## src/rtl/program_loader.sv

```systemverilog
// Program loader: streams a program image into a core's instruction memory,
// then holds the core in reset for one PRIME cycle and runs it for a cycle budget.
module program_loader #(
    parameter int PC_W      = 10,
    parameter int MAX_WORDS = 256
) (
    input  logic            clk,
    input  logic            rst,
    input  logic            start,
    input  logic            abort,
    input  logic [8:0]      prog_len,
    input  logic [PC_W-1:0] entry_pc,
    input  logic [15:0]     run_cycles,
    input  logic            s_valid,
    input  logic [31:0]     s_data,
    output logic            s_ready,
    output logic            instr_we,
    output logic [31:0]     instr_feed,
    output logic [7:0]      instr_addr,
    output logic [PC_W-1:0] init_pc,
    output logic            core_rst,
    output logic            busy,
    output logic            done,
    output logic            err
);

    typedef enum logic [2:0] {
        IDLE  = 3'd0,
        LOAD  = 3'd1,
        PRIME = 3'd2,
        RUN   = 3'd3,
        HALT  = 3'd4
    } state_t;

    localparam logic [9:0] LP_MAX = 10'(MAX_WORDS);

    state_t          r_state;
    state_t          w_next;
    logic            w_accept;
    logic            w_reject;
    logic            w_hs;
    logic            w_len_ok;

    logic [8:0]      r_len;
    logic [PC_W-1:0] r_entry;
    logic [15:0]     r_cycles;
    logic [8:0]      r_count;
    logic [15:0]     r_run_cnt;

    logic            r_s_ready;
    logic            r_instr_we;
    logic [31:0]     r_instr_feed;
    logic [7:0]      r_instr_addr;
    logic [PC_W-1:0] r_init_pc;
    logic            r_core_rst;
    logic            r_busy;
    logic            r_done;
    logic            r_err;

    assign w_len_ok = (prog_len != 9'd0) && ({1'b0, prog_len} <= LP_MAX);
    // Abort suppresses any handshake in the same cycle.
    assign w_hs     = s_valid & r_s_ready & ~abort;

    always_ff @(posedge clk or negedge rst) begin
        if (!rst) begin
            r_state <= IDLE;
        end else begin
            r_state <= w_next;
        end
    end

    always_comb begin
        w_next   = r_state;
        w_accept = 1'b0;
        w_reject = 1'b0;
        if (abort) begin
            w_next = IDLE;
        end else begin
            case (r_state)
                IDLE, HALT: begin
                    if (start) begin
                        if (w_len_ok) begin
                            w_next   = LOAD;
                            w_accept = 1'b1;
                        end else begin
                            w_next   = IDLE;
                            w_reject = 1'b1;
                        end
                    end
                end
                LOAD: begin
                    if (w_hs && (r_count == r_len - 9'd1)) begin
                        w_next = PRIME;
                    end
                end
                PRIME: w_next = RUN;
                RUN: begin
                    if ((r_cycles != 16'd0) && (r_run_cnt == r_cycles - 16'd1)) begin
                        w_next = HALT;
                    end
                end
                default: w_next = IDLE;
            endcase
        end
    end

    // Outputs are registered from the next state so they line up with the state register.
    always_ff @(posedge clk or negedge rst) begin
        if (!rst) begin
            r_len        <= '0;
            r_entry      <= '0;
            r_cycles     <= '0;
            r_count      <= '0;
            r_run_cnt    <= '0;
            r_s_ready    <= 1'b0;
            r_instr_we   <= 1'b0;
            r_instr_feed <= '0;
            r_instr_addr <= '0;
            r_init_pc    <= '0;
            r_core_rst   <= 1'b1;
            r_busy       <= 1'b0;
            r_done       <= 1'b0;
            r_err        <= 1'b0;
        end else begin
            r_s_ready  <= (w_next == LOAD);
            r_core_rst <= (w_next != RUN);
            r_busy     <= (w_next == LOAD) || (w_next == PRIME) || (w_next == RUN);
            r_done     <= (w_next == HALT);
            r_instr_we <= w_hs;
            if (w_hs) begin
                r_instr_feed <= s_data;
                r_instr_addr <= r_count[7:0];
                r_count      <= r_count + 9'd1;
            end
            if (w_accept) begin
                r_len    <= prog_len;
                r_entry  <= entry_pc;
                r_cycles <= run_cycles;
                r_count  <= '0;
                r_err    <= 1'b0;
            end
            if (w_reject) begin
                r_err <= 1'b1;
            end
            if ((r_state == LOAD) && (w_next == PRIME)) begin
                r_init_pc <= r_entry;
            end
            if ((r_state == RUN) && (w_next == RUN)) begin
                r_run_cnt <= r_run_cnt + 16'd1;
            end else begin
                r_run_cnt <= '0;
            end
        end
    end

    assign s_ready    = r_s_ready;
    assign instr_we   = r_instr_we;
    assign instr_feed = r_instr_feed;
    assign instr_addr = r_instr_addr;
    assign init_pc    = r_init_pc;
    assign core_rst   = r_core_rst;
    assign busy       = r_busy;
    assign done       = r_done;
    assign err        = r_err;

endmodule
```

## config.mk

```make
export PLATFORM = sky130hd
export DESIGN_NAME = program_loader
export DESIGN_NICKNAME = d
export VERILOG_FILES = /design/src/rtl/program_loader.sv
export SDC_FILE = /design/constraint.sdc
export NUM_CORES = 1
export LEC_CHECK = 0
export ABC_AREA = 0
export ABC_CLOCK_PERIOD_IN_PS = 2800
export BUFFER_PORTS_ARGS = -buffer_cell sky130_fd_sc_hd__buf_2
export CAP_MARGIN = 20
export CORE_MARGIN = 10
export CORE_UTILIZATION = 35
export DETAILED_ROUTE_END_ITERATION = 6
export HOLD_SLACK_MARGIN = 0.06
export SLEW_MARGIN = 20
export SYNTH_ARGS = -nofsm -noshare
export SYNTH_HDL_FRONTEND = slang
export SYNTH_SLANG_ARGS = --single-unit
```

## constraint.sdc

```tcl
create_clock -name clk -period 2.8 [get_ports clk]
set_clock_uncertainty 0.1 [all_clocks]
set_input_delay 0.14 -clock clk [delete_from_list [all_inputs] [get_ports clk]]
set_output_delay 0.14 -clock clk [all_outputs]
set_load 0.05 [all_outputs]
```

* Yosys cells after proc, flatten, opt, wreduce, memory -nomap -nowiden
Index checks and enable logic that the tools add are counted.
Word-level totals: register bits 119, output and inout bits 56, logic and storage cells 66
Operators by class: add/subtract/negate cells 4, $lt $le $gt $ge 1, equality and inequality tests 11, multiplexer cells 19, bitwise gates (word level) 3, reduce and logical (&&, ||, !) cells 13
Operator list (number):
- $mux W9 | 2
- $add A16 B1 Y16 const B | 1
- $eq A16 B16 Y1 | 1
- $mux W16 | 1
- $reduce_bool A16 Y1 | 1
- $sub A16 B1 Y16 const B | 1
- $eq A3 B2 Y1 const B | 4
- $mux W3 | 4
- $pmux W3 S4 | 1
- $mux W1 | 11
- $add A9 B1 Y9 const B | 1
- $eq A9 B9 Y1 | 1
- $le A9 B9 Y1 const B | 1
- $reduce_bool A9 Y1 | 1
- $sub A9 B1 Y9 const B | 1
- $eq A3 B1 Y1 const B | 2
- $eq A3 B3 Y1 const B | 2
- $logic_and A1 B1 Y1 | 5
- $reduce_bool A2 Y1 | 2
- $logic_not A3 Y1 | 1
- $ne A3 B2 Y1 const B | 1
- $and A1 B1 Y1 | 2
- $logic_or A1 B1 Y1 | 2
- $reduce_or A2 Y1 | 1
- $not A1 Y1 | 1

* Depth between registers and ports, before layout
Gate-level depths: netlist (run 1).
depth in word-level cells 9, mapped depth 11

* Worst setup path after synthesis (run 1)
OpenSTA, ideal clock, no wires.
path type register to register, from register r_len[0], to register r_init_pc[0], in the netlist init_pc[0], arrival time 2.336 ns, slack 0.239 ns, cell stages (with the launch flop) 11, buffers on the path 1, cells stage by stage dfrtp_1 inv_1 ha_1 nor2b_1 a2111o_1 o211ai_1 a31oi_1 nor4_2 and4bb_2 buf_4 mux2_2
On the way: word-level cells in the longest chain between the ends 8
Ends and longest elaborated chain:
- start: declaration | line 44 | logic [8:0] r_len;
- start signal: assignment | line 136 | r_len <= prog_len;
- $sub A9 B1 Y9 | line 92 | if (w_hs && (r_count == r_len - 9'd1)) begin
- $eq A9 B9 Y1 | line 92
- $logic_and A1 B1 Y1 | line 92
- $mux W3 | line 92
- $pmux W3 S4 | line 79 | case (r_state)
- $mux W3 | line 76 | if (abort) begin
- $eq A3 B2 Y1 | line 145 | if ((r_state == LOAD) && (w_next == PRIME)) begin
- $logic_and A1 B1 Y1 | line 145
- end signal: assignment | line 146 | r_init_pc <= r_entry;
- end: declaration | line 54 | logic [PC_W-1:0] r_init_pc;
Every way passes these cells. A chain may end at the register's enable or synchronous reset.

* Worst setup path in the final report (run 1)
from register r_len[2], to register r_init_pc[4], in the netlist init_pc[4]
The elaborated chain is that of the path after synthesis.

==> results of run 1 <==
## per-layer routing
layer | up-vias | part of all wire [%] | wire length [um]
met5 | - | 0 | 0
li1 | 2476 | - | -
met1 | 2368 | 44 | 7033
met4 | 0 | 1.2 | 189
met3 | 13 | 8.5 | 1356
met2 | 152 | 46 | 7360
## metrics by stage
| stage | TNS, ns | hold slack [ns] | setup slack [ns] | power [mW] | std cells |
|---|---|---|---|---|---|
| 2_1_floorplan | 0 | -0.2556 | 0.2392 | 3.204 | 630 |
| 3_3_place_gp | 0 | 0.1004 | 0.03905 | 3.626 | 957 |
| 3_5_place_dp | -0.2824 | 0.1047 | -0.03324 | 3.636 | 957 |
| 4_1_cts | 0 | 0.2157 | 0.01416 | 5.947 | 1059 |
| 5_1_grt | 0 | 0.2369 | 0.002243 | 6.252 | 1062 |
| 6_report | 0 | 0.1958 | 0.1229 | 5.923 | 1062 |
## synth_stat cells (5+ instances only)
master	instances
clkbuf_1	20
dfrtp_1	118
mux2_2	11
nand2_1	244
buf_1	5
o21ai_0	15
inv_1	9
and3_1	6
xnor2_1	19
a31oi_1	5
xor2_1	25
a21oi_1	13
nor2_1	40
nor2b_1	6
nor3_1	8
nand4_1	7
nand3_1	18
## critical path: cells and delay by family, from the launching register on
kind             cells  cell delay [ns]
AO/OA/AOI/OAI        1             0.16
flip-flops           1             0.40
multiplexers         1             0.35
AND/OR/NAND/NOR      5             1.54
## state kept, by name (all words and copies together) (netlist names), 3 cells and up
signal      count
r_count         9
r_entry        10
r_len           9
r_state         3
r_run_cnt      16
r_cycles       16
instr_feed     32
instr_addr      8
init_pc        10
## cell type report
| class | instances | area, um2 | area share [%] |
|---|---|---|---|
| Clock inverter | 11 | 151.4 | 1.915 |
| Sequential cell | 119 | 2979 | 37.68 |
| Antenna cell | 1 | 2.502 | 0.03165 |
| Timing Repair Buffer | 212 | 1491 | 18.86 |
| Multi-Input combinational cell | 473 | 2527 | 31.97 |
| Tap cell | 216 | 270.3 | 3.418 |
| Clock buffer | 20 | 446.7 | 5.650 |
| Inverter | 10 | 37.54 | 0.4748 |
## cells by family after synthesis
logic type               Yosys count  share of synthesized area [%]
buffers and inverters             39                          2.963
XOR/XNOR                          44                          6.861
flip-flops                       119                          53.04
adder cells (fa/ha/maj)            4                         0.8911
multiplexers                      11                          2.205
AO/OA/AOI/OAI                     49                          5.503
AND/OR/NAND/NOR                  364                          28.54
## repair_timing
action,4_1_cts,5_1_grt
gates cloned,0,1
setup buffers,0,1
gates resized for setup,1,8
endpoints found under the setup margin,10,32
endpoints found under the hold margin,117,0
pin swaps,0,4
hold buffers,71,0
## layout by cell type (no fill, tap or decap), drive strengths merged, types with 5 or more instances in the layout
cell,n
a31oi,5
nand2,244
o21ai,16
mux2,11
xnor2,19
buf,141
nor4,6
inv,10
nand3,18
a21oi,13
nor3,10
and3,6
clkbuf,20
xor2,25
nor2,40
dlygate4sd3,71
dfrtp,118
nand4,7
nor2b,6
## path summary, 6_finish.rpt
| path | from | to | slack, ns | depth (start not counted) |
|---|---|---|---|---|
| worst min-delay path | rst | r_cycles[4] | 0.20 | 2 |
| worst max-delay path | r_len[2] | init_pc[4] | 0.12 | 7 |
| worst max register to register | r_len[2] | init_pc[4] | 0.12 | 7 |
| worst min register to register | r_entry[5] | r_entry[5] | 0.37 | 2 |
| min in group clk | s_valid | r_state[1] | 0.32 | 7 |
| max in group asynchronous | rst | core_rst | 1.58 | 3 |
## report_power, final
part / internal [mW] / switching (mW) / leakage [nW]
combinational: 0.500 / 1.03 / 2.15
sequential: 1.98 / 0.222 / 1.56
clock: 1.42 / 0.779 / 0.278
total: 3.90 / 2.03 / 3.99
==> metrics.yaml, run 1 <==
dpl_cell_area_um2: 6533
crit_chain: "nor3_4 -> nand3_1 -> or3_1 -> o2bb2ai_1 -> nor4_4 -> and4bb_4 -> mux2_2"
finalHoldViolations: 0
fillerInstances: 1476
cap_violations: 0
hpwl_um: 10510
clock_latency_ns: 0.41
grt_use_met1_pct: 18.28
gp_congestion: 0.7998
finalCritPeriodShare_pct: 95.61
status: "complete, no violations"
cts_root_buf: "clkbuf_16"
synth.distinct_cells: 56
yosysWarnings: 0
core-area_um2: 15830
cts_max_level: 4
critPathMaxStageDelay_ns: 0.40
drt_wl_total_um: 15940
drtIter0Drc: 258
worstSetupPathType: "flop to flop"
cts_tree: "done"
cts.sinks: 119
max_freq_ghz: 0.3735
powerDensity_nw_per_um2: 749.2
dieArea_um2: 21520
rsz0062_at_grt: "false"
post-route-util_pct: 49.95
rows: 46
yosys-top-cells-area: "dfrtp_1 (53%), nand2_1 (16%), xor2_1 (3.9%), xnor2_1 (3.0%), nor2_1 (2.7%)"
synth_area_per_cell_um2: 8.915
start_util_pct: 35.49
grt_pass1_vias: 5207
startpoint_type: "flop"
async_reset_ff_share_pct: 100.0
final_cell_area_um2: 7906
ys_seq_area_share_pct: 53.04
critPathArrivalTime_ns: 2.86
crit_slowest_cell: "dfrtp_1"
grt_usage_pct: 15.03
ios: 128
synth_ff_type: "dfrtp_1"
busiest_layer: "met2"
worst_pin_slew_ns: 0.6320
critPathRequiredTime_ns: 2.98
ys_ff_latch: 119
grt_max_degree: 53
drc: 0
die_h_um: 146.7
ant_nets: 0
yosys.area.top_type_share_pct: 52.57
first_pass_iters: 4
end_kind: "flop"
grt.overflow.total: 0
met2_usage_pct: 23.57
num_vias: 5009
syn-cell-area_um2: 5617
viasPerCell: 4.717
peakVddDrop_v: 0.0005169
area_growth_pct: 40.77
drv_slew: 0
path_max_fanout: 5
syn_nets: 706
leakagePower_nw: 3.985
wire_per_inst_um: 15.01
numCtsBuffers: 17
met3_usage_pct: 6.799
fin_crit_ns: 2.677
cts_buffer_depth: 2
yosysTopAreaCell: "dfrtp_1"
io_buffers: 127
antenna_found_initial: 1
drive_gt1_share_pct: 23.31
fin_nets: 909
clk_pin_slew_ns: 0.06
die_w_um: 146.7
netlist_instances: 630
max-slew-margin-rel_pct: 57.87
worstHoldPathType: "primary input to async pin"
setup_viol: 0
synth_edf_count: 0
grt_pass1_wl_um: 26670
Note: power is estimated with default switching activity, not from simulation.
==> run 2, diff against run 1 <==
--- a/config.mk
+++ b/config.mk
@@ -11,6 +11,7 @@
 export CAP_MARGIN = 20
 export CORE_MARGIN = 10
 export CORE_UTILIZATION = 35
+export CTS_CLUSTER_DIAMETER = 100
 export DETAILED_ROUTE_END_ITERATION = 6
 export HOLD_SLACK_MARGIN = 0.06
 export SLEW_MARGIN = 20
==> constraint.sdc (replaced) <==
create_clock -name clk -period 2.8 [get_ports clk]
set_clock_uncertainty 0.1 [all_clocks]
set_input_delay 0.84 -clock clk [delete_from_list [all_inputs] [get_ports clk]]
set_output_delay 0.84 -clock clk [all_outputs]
set_load 0.05 [all_outputs]
==> metrics.yaml, run 2 (synthesis results as in run 1) <==
status: "complete, no violations"
critPathArrivalTime_ns: 2.87
intPower_mw: 3.966
antenna_found_initial: 0
fin_nets: 846
viasPerCell: 4.658
ios: 128
setup_viol: 0
die_h_um: 146.7
cts_tree: "done"
fin_setup_tns_ns: 0
cts.sinks: 119
numCtsBuffers: 17
fillerInstances: 1550
critPathRequiredTime_ns: 3.00
grt.overflow.total: 0
switching_power_mw: 2.068
finalHoldViolations: 0
grt_pass1_wl_um: 24780
gp_congestion: 0.7979
diodes: 0
largest_reg_flops: 32
cts_root_buf: "clkbuf_16"
io_buffers: 127
worstSetupPathType: "flop to flop"
die_w_um: 146.7
clk_pin_slew_ns: 0.06
ant_nets: 0
register_area_um2: 2979
powerDensity_nw_per_um2: 814.9
core-area_um2: 15830
startpoint_type: "flop"
holdBufCountCts: 0
clkPwrFrac_pct: 38.8
multi_input_area_um2: 2586
hpwl_um: 10740
max_freq_ghz: 0.3751
peakVddDrop_v: 0.0005700
cts_buffer_depth: 2
worstHoldPathType: "primary input to async pin"
p_sw_share_pct: 34.27
wire_per_inst_um: 15.10
drive_gt1_share_pct: 27.71
leakagePower_nw: 3.766
worst_pin_slew_ns: 0.5123
mostFrequentLayoutCell: "nand2_1"
area_growth_pct: 31.83
grt_usage_pct: 14.22
num_vias: 4653
dp.cells: 964
seqPwrFrac_pct: 36.5
finalCritPeriodShare_pct: 95.20
max-slew-margin-rel_pct: 65.85
cts_max_level: 4
end_kind: "flop"
first_pass_iters: 4
path_max_fanout: 5
grt_max_degree: 44
cap_violations: 0
grt_pass1_vias: 4869
final_cell_mix: "nand2_1 (244), buf_2 (126), dfrtp_1 (118)"
drtIter0Drc: 237
clock_latency_ns: 0.42
drt_wl_total_um: 15080
drc: 0
start_util_pct: 35.49
rows: 46
fin_crit_ns: 2.666
fin_cells: 999
power_frac_comb_pct: 24.7
dieArea_um2: 21520
drv_slew: 0
## run 2: repair_timing
action                                  CTS  global route
endpoints found under the setup margin    0            31
setup buffers                             0             2
gates resized for setup                   0            22
## run 2: through the flow
step / hold WS, ns / util, % / setup WS (ns) / area, um2 / total power, mW
floorplan: 0.3401 / - / 0.1543 / 5617 / 3.204
global placement: 0.3542 / 41.76 / 0.01560 / 6610 / 3.632
detailed placement: 0.3581 / 41.76 / -0.07274 / 6610 / 3.642
CTS: 0.3083 / 45.79 / 0.04469 / 7247 / 6.011
global route: 0.3325 / 46.78 / -0.02029 / 7405 / 6.356
finish: 0.3050 / 46.78 / 0.1344 / 7405 / 6.034
## run 2: final cells by class
class	count	area share, %
Clock inverter	13	2.619
Multi-Input combinational cell	472	34.93
Tap cell	216	3.650
Inverter	10	0.5069
Clock buffer	19	5.982
Sequential cell	119	40.23
Timing Repair Buffer	150	12.08
## run 2: path summary, 6_finish.rpt
path                                 start  depth (start not counted)      endpoint  slack, ns
worst max register to register    r_len[0]                         10    init_pc[9]       0.13
min in group clk                r_entry[7]                          2    r_entry[7]       0.37
worst min-delay path                   rst                          1  r_run_cnt[0]       0.30
worst min register to register  r_entry[7]                          2    r_entry[7]       0.37
worst max-delay path              r_len[0]                         10    init_pc[9]       0.13
max in group asynchronous              rst                          2          busy       1.76
## run 2: worst max-delay path, cell delays in order (launching register included)
cell	delay, ns
dfrtp_1	0.39
inv_2	0.07
ha_4	0.16
nor2b_4	0.12
a2111o_1	0.38
o211ai_1	0.11
a31oi_2	0.07
nor4_4	0.30
and4bb_2	0.36
clkbuf_16	0.17
mux2_2	0.32
## run 2: layer usage
layer	global-route usage, %	wire length [um]	vias to the layer above
met4	4.605	152	0
met2	21.22	6720	121
met1	17.18	6882	2170
li1	-	-	2348
met5	0	0	-
met3	7.602	1326	14
## run 2: power groups by stage
stage                     sequential (mW)  clock [mW]  combinational (mW)
after floorplan                      2.68           0               0.519
after global placement               2.21           0                1.42
after detailed placement             2.21           0                1.43
after CTS                            2.19        2.39                1.43
after global routing                 2.24        2.47                1.64
final                                2.20        2.34                1.49
==> run 3, diff against run 2 <==
==> constraint.sdc (replaced) <==
create_clock -name clk -period 2.8 [get_ports clk]
set_clock_uncertainty 0.1 [all_clocks]
set_input_delay 0.28 -clock clk [delete_from_list [all_inputs] [get_ports clk]]
set_output_delay 0.28 -clock clk [all_outputs]
set_load 0.05 [all_outputs]
==> metrics.yaml, run 3 (synthesis results as in run 1) <==
fin_setup_tns_ns: 0
clock_latency_ns: 0.42
grt_pass1_vias: 5195
grt_usage_pct: 15.21
io_buffers: 127
drc: 0
power_frac_comb_pct: 26.5
max_freq_ghz: 0.3706
wl_met3_um: 1216
hpwl_um: 10690
fillerInstances: 1463
worstSetupPathType: "flop to flop"
finalHoldViolations: 0
ant_nets: 0
clk_pin_slew_ns: 0.06
critPathArrivalTime_ns: 2.90
wire_per_inst_um: 15.18
clkPwrFrac_pct: 35.7
setup_viol: 0
rows: 46
path_max_fanout: 5
area_growth_pct: 40.41
core-area_um2: 15830
startpoint_type: "flop"
grt_max_degree: 44
finalCritPeriodShare_pct: 96.38
drive_gt1_share_pct: 24.41
mostFrequentLayoutCell: "nand2_1"
critPathRequiredTime_ns: 3.00
top_layer_used: "met4"
cts.sinks: 119
wl_met1_um: 7336
cap_violations: 0
diodes: 0
drt_wl_total_um: 16150
cts_buffer_depth: 2
drv_slew: 0
die_w_um: 146.7
cts_root_buf: "clkbuf_16"
grt.overflow.total: 0
num_vias: 4950
gp_congestion: 0.7949
rr_endpoint: "init_pc[5]"
fin_crit_ns: 2.699
largest_reg_flops: 32
grt_pass1_wl_um: 26770
fin_cells: 1064
switching_power_mw: 2.150
start_util_pct: 35.49
multi_input_area_um2: 2547
leakagePower_nw: 3.983
seqPwrFrac_pct: 37.9
status: "complete, no violations"
antenna_found_initial: 0
end_kind: "flop"
numCtsBuffers: 17
peakVddDrop_v: 0.0004699
first_pass_iters: 6
powerDensity_nw_per_um2: 735.9
r2r-start: "r_len[0]"
p_sw_share_pct: 37.04
drtIter0Drc: 206
cts_max_level: 4
viasPerCell: 4.652
worstHoldPathType: "primary input to async pin"
worst_pin_slew_ns: 0.5036
fin_nets: 911
regToRegSetupSlack_ns: 0.10
dieArea_um2: 21520
rsz0062_at_grt: "true"
ios: 128
final_cell_mix: "nand2_1 (244), buf_2 (126), dfrtp_1 (118)"
die_h_um: 146.7
wl_met2_um: 7392
register_area_um2: 2979
cts_tree: "done"
max-slew-margin-rel_pct: 66.43
intPower_mw: 3.654
dp.cells: 959
r2r_cells: 9
## run 3: area by class of cell
| type | instances | share of cell area [%] |
|---|---|---|
| Tap cell | 216 | 3.427 |
| Clock inverter | 15 | 1.713 |
| Timing Repair Buffer | 214 | 18.91 |
| Clock buffer | 17 | 5.394 |
| Inverter | 10 | 0.4760 |
| Multi-Input combinational cell | 473 | 32.30 |
| Sequential cell | 119 | 37.78 |
## run 3: worst max path at each step
stage | from | endpoint | cells past startpoint
2_1_floorplan | r_len[0] | init_pc[0] | 10
3_3_place_gp | r_len[0] | init_pc[9] | 9
3_5_place_dp | r_len[0] | init_pc[5] | 9
4_1_cts | r_len[0] | init_pc[6] | 9
5_1_grt | r_len[1] | init_pc[6] | 9
6_report | r_len[0] | init_pc[5] | 9
## run 3: timing repair
item	4_1_cts	5_1_grt
endpoints found under the hold margin	102	0
gates cloned	0	1
hold buffers	70	0
buffers inserted	0	2
setup endpoints to repair	10	32
pin swaps	0	4
resized for setup	1	12
## run 3: power groups by stage
stage | Sequential, mW | Clock, mW | Combinational (mW)
4_1_cts | 2.19 | 2.11 | 1.51
3_3_place_gp | 2.21 | 0 | 1.42
5_1_grt | 2.23 | 2.20 | 1.68
3_5_place_dp | 2.20 | 0 | 1.43
6_report | 2.20 | 2.07 | 1.54
2_1_floorplan | 2.68 | 0 | 0.519
## run 3: stage by stage
stage	total power [mW]	setup WS [ns]	hold WS (ns)	cell area, um2	utilization (%)
after floorplan	3.204	0.2392	-0.1156	5617	-
after global placement	3.624	0.03101	0.1926	6535	41.29
after detailed placement	3.635	-0.02612	0.1941	6535	41.29
after CTS	5.807	0.02243	0.2983	7800	49.28
after global routing	6.113	-0.01217	0.3166	7886	49.83
final	5.803	0.1014	0.2807	7886	49.83
## run 3: critical path: stages, from the launching register on
cell and delay, ns:
dfrtp_1 0.37, inv_2 0.07, ha_4 0.17, nor2b_2 0.16, a2111o_1 0.41, o211ai_1 0.10, a31oi_1 0.09, nor4_4 0.39
and4bb_4 0.36, mux2_2 0.35
## run 3: per-layer routing
metal	track usage [%]	up-vias
li1	-	2473
met1	18.51	2331
met2	23.82	130
met3	6.613	16
met4	4.505	0
met5	0	-
